<file path="src/rtl/jt12_pg_pkg.sv">
// Shared definitions for the FM phase generator: detune and PMS tables,
// the stage II register bundle and slot-count helpers.
package jt12_pg_pkg;

    localparam int PH_W = 17;  // phase increment width before the multiplier

    // Stage I results captured into stage II on each clk_en.
    typedef struct packed {
        logic [PH_W-1:0] phinc;
        logic [PH_W-1:0] det;     // two's complement detune
        logic [4:0]      keycode;
    } pg_stage2_t;

    // Detune magnitudes per keycode, one table per dt1 magnitude index 1..3.
    localparam logic [4:0] DT_TAB1 [32] = '{
        5'd0, 5'd0, 5'd0, 5'd0, 5'd1, 5'd1, 5'd1, 5'd1,
        5'd1, 5'd1, 5'd1, 5'd1, 5'd2, 5'd2, 5'd2, 5'd2,
        5'd2, 5'd3, 5'd3, 5'd3, 5'd4, 5'd4, 5'd4, 5'd5,
        5'd5, 5'd6, 5'd6, 5'd7, 5'd8, 5'd8, 5'd8, 5'd8
    };
    localparam logic [4:0] DT_TAB2 [32] = '{
        5'd1,  5'd1,  5'd1,  5'd1,  5'd2,  5'd2,  5'd2,  5'd2,
        5'd2,  5'd3,  5'd3,  5'd3,  5'd4,  5'd4,  5'd4,  5'd5,
        5'd5,  5'd6,  5'd6,  5'd7,  5'd8,  5'd8,  5'd9,  5'd10,
        5'd11, 5'd12, 5'd13, 5'd14, 5'd16, 5'd16, 5'd16, 5'd16
    };
    localparam logic [4:0] DT_TAB3 [32] = '{
        5'd2,  5'd2,  5'd2,  5'd2,  5'd2,  5'd3,  5'd3,  5'd3,
        5'd4,  5'd4,  5'd4,  5'd5,  5'd5,  5'd6,  5'd6,  5'd7,
        5'd8,  5'd8,  5'd9,  5'd10, 5'd11, 5'd12, 5'd13, 5'd14,
        5'd16, 5'd17, 5'd19, 5'd20, 5'd22, 5'd22, 5'd22, 5'd22
    };

    // LFO phase-modulation depth multiplier per PMS setting; PMS=0 disables PM.
    localparam logic [4:0] PMS_DEPTH [8] = '{
        5'd0, 5'd1, 5'd2, 5'd3, 5'd4, 5'd6, 5'd8, 5'd16
    };

    function automatic int num_slots(input int ch, input int op);
        return ch * op;
    endfunction

    function automatic int slot_width(input int slots);
        return (slots > 1) ? $clog2(slots) : 1;
    endfunction

    // Unsigned detune magnitude; index 0 means no detune.
    function automatic logic [4:0] dt_lookup(input logic [4:0] kc, input logic [1:0] idx);
        logic [4:0] mag;
        case (idx)
            2'd1:    mag = DT_TAB1[kc];
            2'd2:    mag = DT_TAB2[kc];
            2'd3:    mag = DT_TAB3[kc];
            default: mag = 5'd0;
        endcase
        return mag;
    endfunction

endpackage

</file>
<file path="src/rtl/jt12_pg_if.sv">
// Register-file side bus of the phase generator: per-slot channel/operator
// parameters in, keycode / slot index / phase out.
interface jt12_pg_if #(
    parameter int SLOT_W = 5,
    parameter int OUT_W  = 10
);
    logic              clk_en;
    logic [10:0]       fnum_I;
    logic [2:0]        block_I;
    logic [2:0]        dt1_I;
    logic [2:0]        pms_I;
    logic [6:0]        lfo_mod;
    logic [3:0]        mul_II;
    logic              pg_rst_II;
    logic              pg_stop_II;
    logic [4:0]        keycode_II;
    logic [SLOT_W-1:0] slot_II;
    logic [OUT_W-1:0]  phase_out;

    modport master (
        output clk_en, fnum_I, block_I, dt1_I, pms_I, lfo_mod,
               mul_II, pg_rst_II, pg_stop_II,
        input  keycode_II, slot_II, phase_out
    );

    modport slave (
        input  clk_en, fnum_I, block_I, dt1_I, pms_I, lfo_mod,
               mul_II, pg_rst_II, pg_stop_II,
        output keycode_II, slot_II, phase_out
    );
endinterface

</file>
<file path="src/rtl/jt12_pg_inc.sv">
// Stage I of the phase generator, purely combinational: LFO-shifted
// F-number, octave shift to a 17-bit increment, keycode and detune.
module jt12_pg_inc
    import jt12_pg_pkg::*;
(
    input  logic [10:0]     i_fnum,
    input  logic [2:0]      i_block,
    input  logic [2:0]      i_dt1,
    input  logic [2:0]      i_pms,
    input  logic [6:0]      i_lfo_mod,
    output logic [PH_W-1:0] o_phinc,
    output logic [PH_W-1:0] o_det,
    output logic [4:0]      o_keycode
);
    logic [4:0]  w_depth;
    logic [17:0] w_pm_prod;
    logic [8:0]  w_pm_off;
    logic [11:0] w_fm;
    logic [4:0]  w_keycode;
    logic [4:0]  w_det_mag;

    // The PM offset scales with the upper F-number bits, so it never exceeds
    // the F-number itself and the downward shift cannot underflow.
    assign w_depth   = PMS_DEPTH[i_pms];
    assign w_pm_prod = 18'(i_fnum[10:4]) * 18'(i_lfo_mod[5:0]) * 18'(w_depth);
    assign w_pm_off  = 9'(w_pm_prod >> 9);
    assign w_fm      = i_lfo_mod[6] ? ({1'b0, i_fnum} - {3'b0, w_pm_off})
                                    : ({1'b0, i_fnum} + {3'b0, w_pm_off});

    // Octave scaling: block 7 keeps the full F-number, each lower block halves it.
    assign o_phinc = 17'(({w_fm, 7'b0} >> (3'd7 - i_block)) >> 1);

    assign w_keycode = {i_block, i_fnum[10],
                        (i_fnum[10] & (|i_fnum[9:7])) | (~i_fnum[10] & (&i_fnum[9:7]))};
    assign o_keycode = w_keycode;

    assign w_det_mag = dt_lookup(w_keycode, i_dt1[1:0]);
    assign o_det     = i_dt1[2] ? (17'd0 - {12'd0, w_det_mag}) : {12'd0, w_det_mag};

endmodule

</file>
<file path="src/rtl/jt12_pg_gen.sv">
// Time-multiplexed FM phase generator: one slot per clk_en, stage I math,
// stage II multiplier, a ring of per-slot accumulators and an output delay line.
module jt12_pg_gen
    import jt12_pg_pkg::*;
#(
    parameter int NUM_CH  = 6,
    parameter int NUM_OP  = 4,
    parameter int ACC_W   = 20,
    parameter int OUT_W   = 10,
    parameter int OUT_DLY = 6
) (
    input logic      clk,
    input logic      rst,
    jt12_pg_if.slave pg
);
    localparam int SLOTS  = num_slots(NUM_CH, NUM_OP);
    localparam int SLOT_W = slot_width(SLOTS);

    logic [PH_W-1:0]   w_phinc_I;
    logic [PH_W-1:0]   w_det_I;
    logic [4:0]        w_keycode_I;
    pg_stage2_t        r_st2;
    logic [SLOT_W-1:0] r_slot_II;
    logic [PH_W-1:0]   w_pd;
    logic [ACC_W-1:0]  w_inc;
    logic [ACC_W-1:0]  w_old;
    logic [ACC_W-1:0]  w_new;
    logic [OUT_W-1:0]  w_phase_II;
    logic [ACC_W-1:0]  r_ring      [SLOTS];
    logic [ACC_W-1:0]  w_ring_next [SLOTS];
    logic [OUT_W-1:0]  r_dly       [OUT_DLY];
    logic [OUT_W-1:0]  w_dly_next  [OUT_DLY];

    jt12_pg_inc u_inc (
        .i_fnum    (pg.fnum_I),
        .i_block   (pg.block_I),
        .i_dt1     (pg.dt1_I),
        .i_pms     (pg.pms_I),
        .i_lfo_mod (pg.lfo_mod),
        .o_phinc   (w_phinc_I),
        .o_det     (w_det_I),
        .o_keycode (w_keycode_I)
    );

    // Stage I -> II pipeline register.
    always_ff @(posedge clk) begin
        if (rst) begin
            r_st2 <= '0;
        end else if (pg.clk_en) begin
            r_st2.phinc   <= w_phinc_I;
            r_st2.det     <= w_det_I;
            r_st2.keycode <= w_keycode_I;
        end
    end

    // Slot counter naming the slot currently in stage II.
    always_ff @(posedge clk) begin
        if (rst) begin
            r_slot_II <= '0;
        end else if (pg.clk_en) begin
            r_slot_II <= (r_slot_II == SLOT_W'(SLOTS - 1)) ? '0 : r_slot_II + SLOT_W'(1);
        end
    end

    // Stage II: detuned increment, multiplier (0 means x1/2), then the
    // accumulator update. Reset of the slot beats stop.
    assign w_pd  = r_st2.phinc + r_st2.det;
    assign w_inc = (pg.mul_II == 4'd0) ? ACC_W'(w_pd >> 1)
                                       : ACC_W'(w_pd) * ACC_W'(pg.mul_II);
    assign w_old = r_ring[SLOTS-1];
    assign w_new = pg.pg_rst_II  ? '0    :
                   pg.pg_stop_II ? w_old : w_old + w_inc;
    assign w_phase_II = w_new[ACC_W-1 -: OUT_W];

    // Ring and delay-line shift paths; element 0 takes the new value.
    genvar gi;
    generate
        for (gi = 0; gi < SLOTS; gi++) begin : g_ring
            if (gi == 0) begin : g_head
                assign w_ring_next[gi] = w_new;
            end else begin : g_body
                assign w_ring_next[gi] = r_ring[gi-1];
            end
        end
        for (gi = 0; gi < OUT_DLY; gi++) begin : g_dly
            if (gi == 0) begin : g_head
                assign w_dly_next[gi] = w_phase_II;
            end else begin : g_body
                assign w_dly_next[gi] = r_dly[gi-1];
            end
        end
    endgenerate

    // Advance the accumulator ring; the tail entry always belongs to slot_II.
    always_ff @(posedge clk) begin
        if (rst) begin
            r_ring <= '{default: '0};
        end else if (pg.clk_en) begin
            r_ring <= w_ring_next;
        end
    end

    // Output delay line aligning phase_out with the downstream operator stage.
    always_ff @(posedge clk) begin
        if (rst) begin
            r_dly <= '{default: '0};
        end else if (pg.clk_en) begin
            r_dly <= w_dly_next;
        end
    end

    assign pg.keycode_II = r_st2.keycode;
    assign pg.slot_II    = r_slot_II;
    assign pg.phase_out  = r_dly[OUT_DLY-1];

endmodule

</file>
<file path="src/flat_wrapper.sv">
// flat-port wrapper written by rule: the top's interface ports become plain ports
module jt12_pg_gen_flat import jt12_pg_pkg::*;
#(
    parameter int NUM_CH  = 6,
    parameter int NUM_OP  = 4,
    parameter int ACC_W   = 20,
    parameter int OUT_W   = 10,
    parameter int OUT_DLY = 6
)
  (clk, rst, pg_clk_en, pg_fnum_I, pg_block_I, pg_dt1_I, pg_pms_I, pg_lfo_mod, pg_mul_II, pg_pg_rst_II, pg_pg_stop_II, pg_keycode_II, pg_slot_II, pg_phase_out);
  jt12_pg_if #(.SLOT_W(5), .OUT_W(OUT_W)) pg_i ();
  input logic clk;
  input logic rst;
  input wire logic [$bits(pg_i.clk_en)-1:0] pg_clk_en;
  input wire logic [$bits(pg_i.fnum_I)-1:0] pg_fnum_I;
  input wire logic [$bits(pg_i.block_I)-1:0] pg_block_I;
  input wire logic [$bits(pg_i.dt1_I)-1:0] pg_dt1_I;
  input wire logic [$bits(pg_i.pms_I)-1:0] pg_pms_I;
  input wire logic [$bits(pg_i.lfo_mod)-1:0] pg_lfo_mod;
  input wire logic [$bits(pg_i.mul_II)-1:0] pg_mul_II;
  input wire logic [$bits(pg_i.pg_rst_II)-1:0] pg_pg_rst_II;
  input wire logic [$bits(pg_i.pg_stop_II)-1:0] pg_pg_stop_II;
  output wire logic [$bits(pg_i.keycode_II)-1:0] pg_keycode_II;
  output wire logic [$bits(pg_i.slot_II)-1:0] pg_slot_II;
  output wire logic [$bits(pg_i.phase_out)-1:0] pg_phase_out;
  assign pg_i.clk_en = pg_clk_en;
  assign pg_i.fnum_I = pg_fnum_I;
  assign pg_i.block_I = pg_block_I;
  assign pg_i.dt1_I = pg_dt1_I;
  assign pg_i.pms_I = pg_pms_I;
  assign pg_i.lfo_mod = pg_lfo_mod;
  assign pg_i.mul_II = pg_mul_II;
  assign pg_i.pg_rst_II = pg_pg_rst_II;
  assign pg_i.pg_stop_II = pg_pg_stop_II;
  assign pg_keycode_II = pg_i.keycode_II;
  assign pg_slot_II = pg_i.slot_II;
  assign pg_phase_out = pg_i.phase_out;
  jt12_pg_gen #(.NUM_CH(NUM_CH), .NUM_OP(NUM_OP), .ACC_W(ACC_W), .OUT_W(OUT_W), .OUT_DLY(OUT_DLY)) u_core (.clk(clk), .rst(rst), .pg(pg_i));
endmodule
</file>
<file path="config.mk">
export PLATFORM = sky130hd
export DESIGN_NAME = jt12_pg_gen_flat
export DESIGN_NICKNAME = d
export VERILOG_FILES = /design/src/rtl/jt12_pg_pkg.sv /design/src/rtl/jt12_pg_if.sv /design/src/rtl/jt12_pg_inc.sv /design/src/rtl/jt12_pg_gen.sv /design/src/flat_wrapper.sv
export SDC_FILE = /design/constraint.sdc
export NUM_CORES = 1
export LEC_CHECK = 0
export CORE_MARGIN = 4
export CORE_UTILIZATION = 55
export CTS_CLUSTER_DIAMETER = 200
export DETAILED_ROUTE_END_ITERATION = 6
export PLACE_DENSITY = 0.72
export SLEW_MARGIN = 10
export SYNTH_ARGS = -nofsm -noshare
export SYNTH_HDL_FRONTEND = slang
export SYNTH_SLANG_ARGS = --single-unit
</file>
<file path="constraint.sdc">
create_clock -name clk -period 13.9 [get_ports clk]
set_input_delay 2.78 -clock clk [delete_from_list [all_inputs] [get_ports clk]]
set_output_delay 2.78 -clock clk [all_outputs]
set_load 0.05 [all_outputs]
</file>
---- After elaboration in Yosys (flattened, before gate mapping) ----
Memory sizes are Yosys's and may differ from the RTL's.
Cells that the tools add are included.
storage, ports and cells
  bits in registers ....................... 584
  bits in latches ......................... 0
  bits in writable memories ............... 0
  ROM bits ................................ 520
  bits of input ports ..................... 36
  output and inout port bits .............. 20
  memories kept ........................... 4
memories
  memory            words  width  rd ports  clocked after Yosys merged registers in  wr ports  RTL line           RTL
  (name not given)  32     5      1         0                                        0         jt12_pg_pkg.sv:53  2'd3: mag = DT_TAB3[kc];
  (name not given)  32     5      1         0                                        0         jt12_pg_pkg.sv:52  2'd2: mag = DT_TAB2[kc];
  (name not given)  32     5      1         0                                        0         jt12_pg_pkg.sv:51  2'd1: mag = DT_TAB1[kc];
  (name not given)  8      5      1         0                                        0         jt12_pg_inc.sv:24  assign w_depth = PMS_DEPTH[i_pms];
cells by class
  add/subtract/negate cells ............... 7
  $mul .................................... 3
  divide/modulo/power cells ............... 0
  $lt $le $gt $ge ......................... 2
  equality and inequality tests ........... 4
  shift operators ......................... 1
  muxes and demuxes ....................... 15
  bitwise operators ....................... 6
  reductions and logical operators ........ 3
operators with widths
  kind                                                                number
  20-bit 2-to-1 mux                                                   3
  5-bit 2-to-1 mux                                                    9
  20-bit adder                                                        1
  17-bit by 4-bit multiplier with 20-bit output                       1
  19-bit by 3-bit >> shifter with 18-bit output                       1
  13-bit by 5-bit multiplier with 18-bit output                       1
  17-bit adder                                                        1
  17-bit 2-to-1 mux                                                   1
  5-bit one-hot mux with 3 select lines                               1
  7-bit by 6-bit multiplier with 13-bit output                        1
  11-bit by 9-bit adder with 12-bit output                            1
  12-bit 2-to-1 mux                                                   1
  11-bit by 9-bit subtractor with 12-bit output                       1
  6-bit >= comparator (second input constant)                         1
  5-bit inverter with 6-bit output                                    1
  1-bit by 5-bit subtractor with 6-bit output (first input constant)  1
  5-bit by 1-bit adder with 5-bit output (second input constant)      1
  5-bit equality test (second input constant)                         1
  2-bit equality test (second input constant)                         2
  4-bit >= comparator (second input constant)                         1
  4-bit zero test                                                     1
  3-bit inverter with 4-bit output                                    1
  3-bit AND reduction                                                 1
  3-bit OR reduction                                                  1
  5 further kinds                                                     6

---- Logic depth before layout (Yosys ltp) ----
  depth after elaboration ................. 10
  gate-level depth with buffers ........... 41
  depth with buffers taken out ............ 40

---- Hierarchy ----
A second synthesis with hierarchy kept.
unflattened totals
  cells, all modules ...................... 2905
  area total of the unflattened synthesis .. 27086.0 um^2
by module, submodules not included
  module       times used  cells an instance  area each (um^2)
  jt12_pg_gen  1           2257               22237.6
  jt12_pg_inc  1           648                4848.4

---- Worst setup path after synthesis ----
Ideal clock, no wire load.
  path type ............................... input -> register
  from .................................... input pg_fnum_I[7]
  to ...................................... register u_core.r_st2[37] in the netlist's numbering
  library setup time ...................... 131 ps
  arrival time ............................ 11102 ps
  data required time ...................... 13769 ps
  path slack .............................. 2667 ps
  cell stages on the path ................. 37
  buffers on the path ..................... 1
  cells stage by stage .................... clkbuf_1 > and2_1 > fa_1 > inv_1 > fa_1 > fa_1 > inv_1 > ha_1 > a21oi_1 > xnor2_1 > nor2_1 > fa_1 > fa_1 > inv_1 > fa_1 > inv_1 > ha_1 > a21oi_1 > a21oi_1 > nor2_1 > xnor2_1 > inv_1 > ha_1 > mux2_2 > inv_1 > ha_1 > nor2b_1 > o21ai_0 > nand2b_1 > a2111o_1 > a31oi_1 > o21a_1 > o21ai_0 > xor2_2 > mux2_4 > a22oi_2 > o32ai_1
between the ends
  longest elaborated chain between the ends .. 5
  elaborated cells between the ends (all ways) .. 6
  those cells by class .................... 2 x add/sub; 2 x mul; 1 x shift; 1 x mux
ends and longest elaborated chain
  item                                                                                                       RTL line                              RTL
  from (decl)                                                                                                flat_wrapper.sv:15                    input wire logic [$bits(pg_i.fnum_I)-1:0] pg_fnum_I;
  7-bit by 6-bit multiplier with 13-bit output                                                               jt12_pg_inc.sv:25                     assign w_pm_prod = 18'(i_fnum[10:4]) * 18'(i_lfo_mod[5:0]) * 18'(w_depth);
  13-bit by 5-bit multiplier with 18-bit output                                                              jt12_pg_inc.sv:25
  11-bit by 9-bit adder with 12-bit output or 11-bit by 9-bit subtractor with 12-bit output (tied branches)  jt12_pg_inc.sv:28, jt12_pg_inc.sv:27
  12-bit 2-to-1 mux *                                                                                        jt12_pg_inc.sv:27                     assign w_fm = i_lfo_mod[6] ? ({1'b0, i_fnum} - {3'b0, w_pm_off})
  19-bit by 3-bit >> shifter with 18-bit output *                                                            jt12_pg_inc.sv:31                     assign o_phinc = 17'(({w_fm, 7'b0} >> (3'd7 - i_block)) >> 1);
  to (decl)                                                                                                  jt12_pg_gen.sv:22                     pg_stage2_t r_st2;
Mark *: on every way between the ends. The rest lies on a longest branch, timed or not.
A chain may end at the register's enable or synchronous reset.

---- Worst setup path after layout ----
  from .................................... input pg_fnum_I[8]
  to ...................................... register u_core.r_st2[35] in the netlist's numbering
Same word-level chain as after synthesis.

==> impl_results.rst <==
.. list-table::
   :header-rows: 1

   * - Metric
     - Value
   * - Post-CTS Setup Bufs
     - 0
   * - Status
     - finished, final reports clean
   * - Register bit total from synthesis
     - 513
   * - Count of buffering cells on the critical path with inverters included
     - 5
   * - Worst-Margin Slew
     - 1.30 ns
   * - Final Hold Vio Count
     - 0
   * - Launch point of the critical path
     - pg_fnum_I[8]
   * - Average wire per cell in the routed design
     - 14.0 um
   * - Worst min-delay path category
     - register to register
   * - Number of antenna violations at the first check in global routing
     - 1
   * - Sequential cell area fraction in the yosys report
     - 38.6%
   * - Top-level port count
     - 56
   * - Number of design-rule violations left by the first detailed-router iteration
     - 1005
   * - Required time at the endpoint of the critical path
     - 14.32 ns
   * - Cell type contributing the most total cell area after synthesis
     - sky130_fd_sc_hd__dfxtp_1
   * - Port Buf Inserts
     - 55
   * - Total routed wirelength
     - 48.8 mm
   * - Clock Sinks
     - 513
   * - Share of flip-flops with an asynchronous set or reset
     - 0%
   * - Die area
     - 51900 um^2
   * - Ys flop type
     - sky130_fd_sc_hd__dfxtp_1
   * - Wire length of the first global-routing pass
     - 84.8 mm
   * - Routability Congestion
     - 0.861
   * - YS warnings
     - 0
   * - Largest driver fanout on the critical path
     - 11
   * - Resized cells post-CTS
     - 0
   * - TritonCTS clock tree
     - done
   * - Synth top area cells
     - sky130_fd_sc_hd__dfxtp_1 39%, sky130_fd_sc_hd__mux2i_1 18%, sky130_fd_sc_hd__nor2_1 8.3%
   * - Cell at the root of the clock tree
     - sky130_fd_sc_hd__clkbuf_16
   * - Crit-path slowest cell
     - sky130_fd_sc_hd__clkdlybuf4s50_1
   * - Final setup viols
     - 0
   * - Reg2Reg Launch Point
     - u_core.r_st2[6]$_SDFFE_PP0P_
   * - Clock-pin slew reported for the worst setup and hold paths after clock tree synthesis
     - 0.06 ns
   * - Count of hold buffers inserted by post-cts repair
     - 0
   * - Antenna-violating nets left
     - 0
   * - Number of enable-type register cells in the synthesized netlist
     - 0
   * - GRT Util Overall
     - 18.5%
   * - Number of detailed-routing iterations run before antenna repair
     - 5
   * - Maximum count of clock buffers along a single path
     - 3
   * - Clock latency on the worst-skew pair
     - 0.59 ns
   * - Slowest cell delay on critical path
     - 0.69 ns
   * - Critical path arrival
     - 12.50 ns
   * - Post-route minimum period
     - 12.09 ns
   * - Type of the worst setup path
     - input port to register
   * - Pwr Density
     - 184 nW/um^2
   * - RSZ-0062 raised after global routing
     - no
   * - Maximum number of pins on one net before global-route repair
     - 275
   * - Hold wc startpoint
     - u_core.r_ring[46]$_SDFFE_PP0P_
   * - Cell class contributing the biggest share of worst-path delay
     - adder cells
   * - Pre-CTS setup slack
     - 1.26 ns
   * - Clock buffer count from CTS
     - 50
   * - Area share of the largest cell type after synthesis
     - 38.6%
   * - Overall via count from detail_route
     - 18600
   * - Mapped Area
     - 26600 um^2
   * - Worst rel slew slack
     - 13.5%
   * - Number of nets produced by synthesis
     - 3123
   * - Number of maximum-capacitance violations
     - 0
   * - Fillers
     - 4019
   * - Worst hold margin
     - 0.475 ns
   * - Total count of max-transition violations in the final report
     - 0
   * - Total core area
     - 47700 um^2
   * - Instance count of the mapped netlist
     - 2882
   * - Clock skew
     - 0.0316 ns
   * - Diode count
     - 0
   * - Count of cell types in the netlist
     - 76
   * - Die Wd
     - 228 um
   * - Setup crit end kind
     - register
   * - Peak supply drop
     - 0.117 mV
   * - Top cells by instance count after synthesis
     - 589 x sky130_fd_sc_hd__nor2_1, 513 x sky130_fd_sc_hd__dfxtp_1, 487 x sky130_fd_sc_hd__mux2i_1, 151 x sky130_fd_sc_hd__nand2_1, 150 x sky130_fd_sc_hd__inv_1
   * - Worst setup SP type
     - input port
   * - Die Height
     - 228 um
   * - Syn-to-layout area delta
     - 9.12%
   * - Number of global-route vias before repair
     - 17900
   * - Mean post-synth cell area
     - 9.22 um^2
   * - Total negative setup slack
     - 0 ns
   * - Leak pwr
     - 13.2 nW
   * - Count leader, synth
     - sky130_fd_sc_hd__nor2_1
   * - Number of placement rows
     - 80
   * - Via-to-Cell Ratio
     - 5.34
   * - Share of post-route cells with drive strength above 1
     - 4.43%
   * - Power consumption
     - 5.33 mW
   * - Final global-route overflow total
     - 0
   * - Final worst setup slack
     - 1.81 ns
   * - Number of nets in the finished design
     - 3073
   * - Final HPWL DP
     - 33.7 mm
   * - Remaining design rule violation count
     - 0
   * - CTS HTree Levels
     - 2
   * - Initial standard-cell utilization of the core
     - 55.7%
   * - CP most frequent cell
     - sky130_fd_sc_hd__fa_1
   * - Fin crit share
     - 87.0%
   * - Peak clock frequency supported by timing
     - 82.7 MHz
## placed cells by master, fill, tap and decap left out, types with 10 or more instances in the layout
| cell type | n |
|---|---|
| sky130_fd_sc_hd__nor2_1 | 589 |
| sky130_fd_sc_hd__dfxtp_1 | 513 |
| sky130_fd_sc_hd__mux2i_1 | 487 |
| sky130_fd_sc_hd__nand2_1 | 151 |
| sky130_fd_sc_hd__inv_1 | 150 |
| sky130_fd_sc_hd__ha_1 | 119 |
| sky130_fd_sc_hd__a21oi_1 | 96 |
| sky130_fd_sc_hd__fa_1 | 86 |
| sky130_fd_sc_hd__o21ai_0 | 77 |
| sky130_fd_sc_hd__and2_1 | 63 |
| sky130_fd_sc_hd__clkdlybuf4s50_1 | 53 |
| sky130_fd_sc_hd__clkbuf_16 | 50 |
| sky130_fd_sc_hd__nor2b_1 | 39 |
| sky130_fd_sc_hd__xnor2_1 | 39 |
| sky130_fd_sc_hd__xor2_1 | 37 |
| sky130_fd_sc_hd__nand2b_1 | 23 |
| sky130_fd_sc_hd__nor3_1 | 19 |
| sky130_fd_sc_hd__a211oi_1 | 17 |
| sky130_fd_sc_hd__nand3_1 | 16 |
| sky130_fd_sc_hd__a21o_1 | 15 |
| sky130_fd_sc_hd__clkbuf_8 | 14 |
| sky130_fd_sc_hd__o21a_1 | 13 |
| sky130_fd_sc_hd__or3_1 | 11 |
| sky130_fd_sc_hd__a31oi_1 | 11 |
| sky130_fd_sc_hd__o21bai_1 | 10 |
| sky130_fd_sc_hd__mux2_2 | 10 |
| sky130_fd_sc_hd__clkbuf_1 | 10 |
## power breakdown
part / total, mW / internal (mW) / switching, mW
Combinational: 2.46 / 1.04 / 1.42
Clock: 1.35 / 0.794 / 0.552
Sequential: 1.53 / 1.51 / 0.0252
## worst paths after layout
path	endpoint	slack, ns	cells after the start
max	u_core.r_st2[35]$_SDFFE_PP0P_	1.81	38
min	u_core.r_ring[26]$_SDFFE_PP0P_	0.47	2
max reg2reg	u_core.r_dly[59]$_SDFFE_PP0P_	6.58	30
min reg2reg	u_core.r_ring[26]$_SDFFE_PP0P_	0.47	2
## layer usage
metal / up-vias / track usage [%] / part of all wire [%]
met5: - / 0 / 0
met4: 0 / 5.11 / 2.4
met3: 66 / 2.96 / 2.9
met2: 211 / 30.3 / 46
met1: 8770 / 25.7 / 49
li1: 9559 / - / -
## registers in the layout, indices dropped and copies added, names as in the netlist
signal and flops:
u_core.w_old 20, u_core.r_ring 400, u_core.pg.phase_out 10, u_core.pg.slot_II 5
u_core.r_dly 50, u_core.pg.keycode_II 5, u_core.r_st2 23
## worst reg2reg max path, delay by kind of cell, from the launching register on
family	cells	cell delay [ns]
compound gates	15	3.23
buf+inv	1	0.05
fa+ha+maj	5	2.00
flops	1	0.34
simple gates	7	1.03
mux	1	0.41
xor+xnor	1	0.15
## cell type report
| class | instances | area [um^2] | share of cell area, % |
|---|---|---|---|
| inverter | 151 | 567 | 1.95 |
| clock buffer | 74 | 1480 | 5.11 |
| clock inverter | 14 | 180 | 0.621 |
| sequential | 513 | 10300 | 35.4 |
| timing repair buffer | 64 | 666 | 2.30 |
| multi-input combinational | 2052 | 15100 | 51.9 |
| tap | 615 | 769 | 2.65 |
## cell families (layout without fill, tap and decap cells)
logic type / count (synthesis) / in the layout / share of synthesized area [%]
AO/OA/AOI/OAI: 312 / 312 / 7.49
XOR/XNOR: 77 / 77 / 2.57
adder cells (fa/ha/maj): 205 / 205 / 12.1
buffers and inverters: 317 / 303 / 4.69
flip-flops: 513 / 513 / 38.6
multiplexers: 499 / 499 / 18.9
AND/OR/NAND/NOR: 959 / 959 / 15.6
## metrics by stage
step	std cells	utilization (%)	cell area [um^2]
final	3483	60.7	29000
after global placement	3395	57.3	27300
after detailed placement	3395	57.3	27300
after CTS	3483	60.7	29000
after global routing	3483	60.7	29000
after floorplan	2882	-	26600
No activity file was read; power rests on OpenSTA's default activity.
